<file path="config.mk">
export PLATFORM = sky130hd
export DESIGN_NAME = tug_round_ctrl
export DESIGN_NICKNAME = d
export VERILOG_FILES = /design/src/rtl/tug_round_ctrl.sv
export SDC_FILE = /design/constraint.sdc
export NUM_CORES = 1
export LEC_CHECK = 0
export ABC_AREA = 1
export BUFFER_PORTS_ARGS = -buffer_cell sky130_fd_sc_hd__buf_2
export CAP_MARGIN = 20
export CORE_UTILIZATION = 50
export CTS_CLUSTER_DIAMETER = 80
export DETAILED_ROUTE_END_ITERATION = 16
export HOLD_SLACK_MARGIN = 0.08
export PLACE_DENSITY = 0.88
export SETUP_SLACK_MARGIN = 0.5
export SLEW_MARGIN = 0
export SYNTH_ARGS = -nofsm -noshare
export SYNTH_HDL_FRONTEND = slang
export SYNTH_SLANG_ARGS = --single-unit
</file>
<file path="constraint.sdc">
create_clock -name clk -period 2.8 [get_ports clk]
set_input_delay 0.28 -clock clk [delete_from_list [all_inputs] [get_ports clk]]
set_output_delay 0.28 -clock clk [all_outputs]
set_load 0.005 [all_outputs]
</file>
<file path="src/rtl/tug_round_ctrl.sv">
// Tug-of-war round/match sequencer: key sync + edge detect, win detection, scoring, recenter.
// Optional post-win pause state enabled by defining TUG_ROUND_PAUSE_EN.
module tug_round_ctrl #(
    parameter int NUM_LIGHTS = 9,
    parameter int SCORE_W    = 3,
    parameter int WIN_SCORE  = 7,
    parameter int PAUSE_CYC  = 4
) (
    input  logic                  clk,
    input  logic                  reset,
    input  logic                  keyL,
    input  logic                  keyR,
    input  logic [NUM_LIGHTS-1:0] lights,
    output logic                  L,
    output logic                  R,
    output logic                  resetround,
    output logic [SCORE_W-1:0]    scoreL,
    output logic [SCORE_W-1:0]    scoreR,
    output logic [1:0]            winner,
    output logic                  matchOver
);

`ifdef TUG_ROUND_PAUSE_EN
    typedef enum logic [1:0] {PLAY, PAUSE, RECENTER, MATCH_OVER} state_t;
    localparam int CNT_W = (PAUSE_CYC > 1) ? $clog2(PAUSE_CYC) : 1;
    logic [CNT_W-1:0] cnt_q, cnt_d;
`else
    typedef enum logic [1:0] {PLAY, RECENTER, MATCH_OVER} state_t;
`endif

    localparam logic [SCORE_W-1:0] WIN_VAL = SCORE_W'(WIN_SCORE);

    state_t             state_q, state_d;
    logic [SCORE_W-1:0] score_l_q, score_l_d;
    logic [SCORE_W-1:0] score_r_q, score_r_d;
    // Bit 0 is the first synchronizer stage, bit 2 the edge-detect history.
    logic [2:0]         sync_l_q, sync_l_d;
    logic [2:0]         sync_r_q, sync_r_d;

    logic press_l, press_r, win_l, win_r;
    logic [SCORE_W-1:0] score_l_inc, score_r_inc;

    // Only the two end cells can signal a win; the middle cells are observed by nobody here.
    logic unused_inputs;
    assign unused_inputs = ^{lights[NUM_LIGHTS-2:1], (PAUSE_CYC > 0)};

    assign press_l     = sync_l_q[1] & ~sync_l_q[2];
    assign press_r     = sync_r_q[1] & ~sync_r_q[2];
    assign win_l       = press_l & ~press_r & lights[NUM_LIGHTS-1];
    assign win_r       = press_r & ~press_l & lights[0];
    assign score_l_inc = score_l_q + SCORE_W'(1);
    assign score_r_inc = score_r_q + SCORE_W'(1);

    always_comb begin
        // NOTE: every output of this block gets a default first, so no path can infer a latch.
        state_d    = state_q;
        score_l_d  = score_l_q;
        score_r_d  = score_r_q;
        sync_l_d   = {sync_l_q[1:0], keyL};
        sync_r_d   = {sync_r_q[1:0], keyR};
        L          = 1'b0;
        R          = 1'b0;
        resetround = 1'b0;
`ifdef TUG_ROUND_PAUSE_EN
        cnt_d      = cnt_q;
`endif

        case (state_q)
            PLAY: begin
                L = press_l;
                R = press_r;
                if (win_l || win_r) begin
                    if (win_l) score_l_d = score_l_inc;
                    else       score_r_d = score_r_inc;
                    if ((win_l && score_l_inc == WIN_VAL) || (win_r && score_r_inc == WIN_VAL)) begin
                        state_d = MATCH_OVER;
                    end else begin
`ifdef TUG_ROUND_PAUSE_EN
                        state_d = PAUSE;
                        cnt_d   = CNT_W'(PAUSE_CYC - 1);
`else
                        state_d = RECENTER;
`endif
                    end
                end
            end
`ifdef TUG_ROUND_PAUSE_EN
            PAUSE: begin
                if (cnt_q == '0) state_d = RECENTER;
                else             cnt_d   = cnt_q - CNT_W'(1);
            end
`endif
            RECENTER: begin
                resetround = 1'b1;
                state_d    = PLAY;
            end
            MATCH_OVER: begin
                resetround = 1'b1;
            end
            default: state_d = PLAY;
        endcase
    end

    assign matchOver = (state_q == MATCH_OVER);
    assign winner    = matchOver ? {score_l_q == WIN_VAL, score_r_q == WIN_VAL} : 2'b00;
    assign scoreL    = score_l_q;
    assign scoreR    = score_r_q;

    // NOTE: non-blocking assignments so every flop samples pre-edge values in parallel.
    always_ff @(posedge clk) begin
        if (reset) begin
            state_q   <= PLAY;
            score_l_q <= '0;
            score_r_q <= '0;
            sync_l_q  <= '0;
            sync_r_q  <= '0;
`ifdef TUG_ROUND_PAUSE_EN
            cnt_q     <= '0;
`endif
        end else begin
            state_q   <= state_d;
            score_l_q <= score_l_d;
            score_r_q <= score_r_d;
            sync_l_q  <= sync_l_d;
            sync_r_q  <= sync_r_d;
`ifdef TUG_ROUND_PAUSE_EN
            cnt_q     <= cnt_d;
`endif
        end
    end

endmodule

</file>
==> results.sh <==
export IMPL_synth_cell_type_count=14
export IMPL_netlist_instances=93
export IMPL_cts_clk_slew_worst_paths_ps=80
export IMPL_avgRoutedWirePerCell_um=8.984
export IMPL_max_stage_delay_ps=320
export IMPL_status="complete, no violations"
export IMPL_antenna_left=0
export IMPL_cts_resized=0
export IMPL_crit_path_start_kind="register"
export IMPL_yosysWarnings=0
export IMPL_path_class="reg -> out"
export IMPL_drc=0
export IMPL_grt_max_degree=9
export IMPL_start_util=0.5365
export IMPL_worst_slew_pin_slew_ps=239.7
export IMPL_critPathTopFamily="buffers and inverters"
export IMPL_postCtsSetupRepairBufs=0
export IMPL_drt_total_wl_um=1150
export IMPL_grt_usage=0.1866
export IMPL_p_leak_uw=0.0004747
export IMPL_grt_overflow=0
export IMPL_grt_use_met1=0.2056
export IMPL_top_usage_layer="met2"
export IMPL_grt_pass1_wl_um=1883
export IMPL_slew_violations=0
export IMPL_rsz0062_at_grt="no"
export IMPL_crit_top_cell="inv_1"
export IMPL_powerDensity_nw_per_um2=619.9
export IMPL_critPathLaunch="state_q[0]"
export IMPL_root_buffer="clkbuf_4"
export IMPL_slew_headroom=0.8400
export IMPL_clockBufferDepth=2
export IMPL_setup_viol=0
export IMPL_fin_tns_setup_ps=0
export IMPL_worstPathArrival_ps=1230
export IMPL_yosys_cell_count_top_type="inv_1"
export IMPL_antenna_found_initial=0
export IMPL_synthTopCellsByArea="dfxtp_1, ha_1, inv_1"
export IMPL_cp_max_fo=5
export IMPL_area_growth_pct=18.33
export IMPL_clk_latency_ps=270
export IMPL_diodes=0
export IMPL_synth_top_area_share=0.4065
export IMPL_use_met3=0.05202
export IMPL_path_cells="inv_1 > ha_1 > inv_1 > nor2_1 > buf_2"
export IMPL_cts_hold_buf=0
export IMPL_die_h_um=39.13
export IMPL_core_area_um2=1285
export IMPL_worstPathRequired_ps=2520
export IMPL_max_vdd_ir_drop_mv=0.3020
export IMPL_drt_pass1_iter_count=4
export IMPL_final_nets=136
export IMPL_max_freq_mhz=660.7
export IMPL_gr_usage_met2=0.3167
export IMPL_maxCapViolCount=0
export IMPL_synth_seq_cells=14
export IMPL_synth_nets=114
export IMPL_clock_skew_ps=1.280
export IMPL_routed_via_count=603
export IMPL_drive_gt1_frac=0.2478
export IMPL_synthArstFlopShare=0
export IMPL_drt_iter0_markers=7
export IMPL_die_area_um2=1531
export IMPL_r2r_start="scoreL[1]"
export IMPL_numCtsBuffers=3
export IMPL_end_kind="output port"
export IMPL_path_buf_inv=3
export IMPL_critical_path_slowest_cell="dfxtp_1"
export IMPL_synth_area_um2=689.4
export IMPL_synth_common_cells="inv_1, nor2_1, dfxtp_1"
export IMPL_row_count=13
export IMPL_grt_pass1_vias=504
export IMPL_min_from="keyR"
export IMPL_htree_levels=1
export IMPL_dpl_hpwl_um=924.6
export IMPL_synth_area_leader_cell="dfxtp_1"
export IMPL_fin_crit_sh=0.5406
export IMPL_period_needed_ps=1514
export IMPL_avgViaCountPerCell=4.711
export IMPL_fp_dieW_um=39.13
export IMPL_globalplace_congestion=0.7538
export IMPL_synth_edf_count=0
export IMPL_final_hold_viol_count=0
export IMPL_ys_seq_area_frac=0.4065
export IMPL_numClockSinks=14
export IMPL_synthFlopType="dfxtp_1"
export IMPL_io_pins=25
export IMPL_min_path_type="in -> reg"
export IMPL_cts_tree="yes"
export IMPL_port_buffers=17
export IMPL_avgSynthCellArea_um2=7.413
export IMPL_whs_ps=209.7
-- final timing paths --
path	cells after the start	slack (ps)	endpoint
max reg2reg	9	1450	state_q[0]
min reg2reg	2	410	sync_r_q[1]
min	3	210	sync_r_q[0]
max	5	1290	R
-- routing by layer --
layer | routed length, um | up-vias | share of wire
met5 | 0 | - | 0
met4 | 13 | 0 | 0.011
met3 | 37 | 2 | 0.032
met2 | 581 | 9 | 0.51
met1 | 517 | 270 | 0.45
li1 | - | 322 | -
-- area by class of cell --
class | count | area [um2]
Clock buffer | 3 | 22.52
Sequential cell | 14 | 280.3
Fill cell | 115 | 469.2
Tap cell | 15 | 18.77
Multi-Input combinational cell | 58 | 330.3
Inverter | 21 | 78.83
Timing Repair Buffer | 17 | 85.08
-- cells by family after synthesis --
kind of cell             after synthesis  share of synthesized area
adder cells (fa/ha/maj)                8                     0.1452
AND/OR/NAND/NOR                       39                     0.2541
flip-flops                            14                     0.4065
AO/OA/AOI/OAI                         11                    0.07984
buffers and inverters                 21                     0.1143
-- layout by cell type (no fill, tap or decap), types with 3 or more instances in the layout --
cell type,n
o21ai_0,5
nor2_1,18
dfxtp_1,14
inv_1,20
ha_1,8
a21oi_1,5
buf_2,17
clkbuf_4,3
nand2_1,12
nor2_2,3
-- worst register-to-register path: cells and delay by family (launching register included) --
kind	cells	cell delay, ps
buffers and inverters	1	40
adders and majority gates	2	470
and+or+nand+nor	6	400
DFF	1	340
-- state kept, by name (all words and copies together), names as in the netlist --
name	cells
scoreL	3
scoreR	3
sync_l_q	3
sync_r_q	3
state_q	2
-- metrics by stage --
step | utilization | instance area, um2 | total power (uW) | setup WS (ps) | instances
6_report | 0.6349 | 815.8 | 505.7 | 1286 | 128
5_1_grt | 0.6349 | 815.8 | 553.3 | 1150 | 128
4_1_cts | 0.6349 | 815.8 | 515.1 | 1265 | 128
3_5_place_dp | 0.6173 | 793.3 | 402.6 | 1449 | 125
3_3_place_gp | 0.6173 | 793.3 | 397.8 | 1470 | 125
2_1_floorplan | - | 689.4 | 354.8 | 1513 | 93
-- report_power, final --
group	switching, uW	total (uW)	internal, uW
logic	102	169	66.4
registers	9.74	230	220
clock network	57.6	107	49.7
No activity file was read; power rests on OpenSTA's default activity.
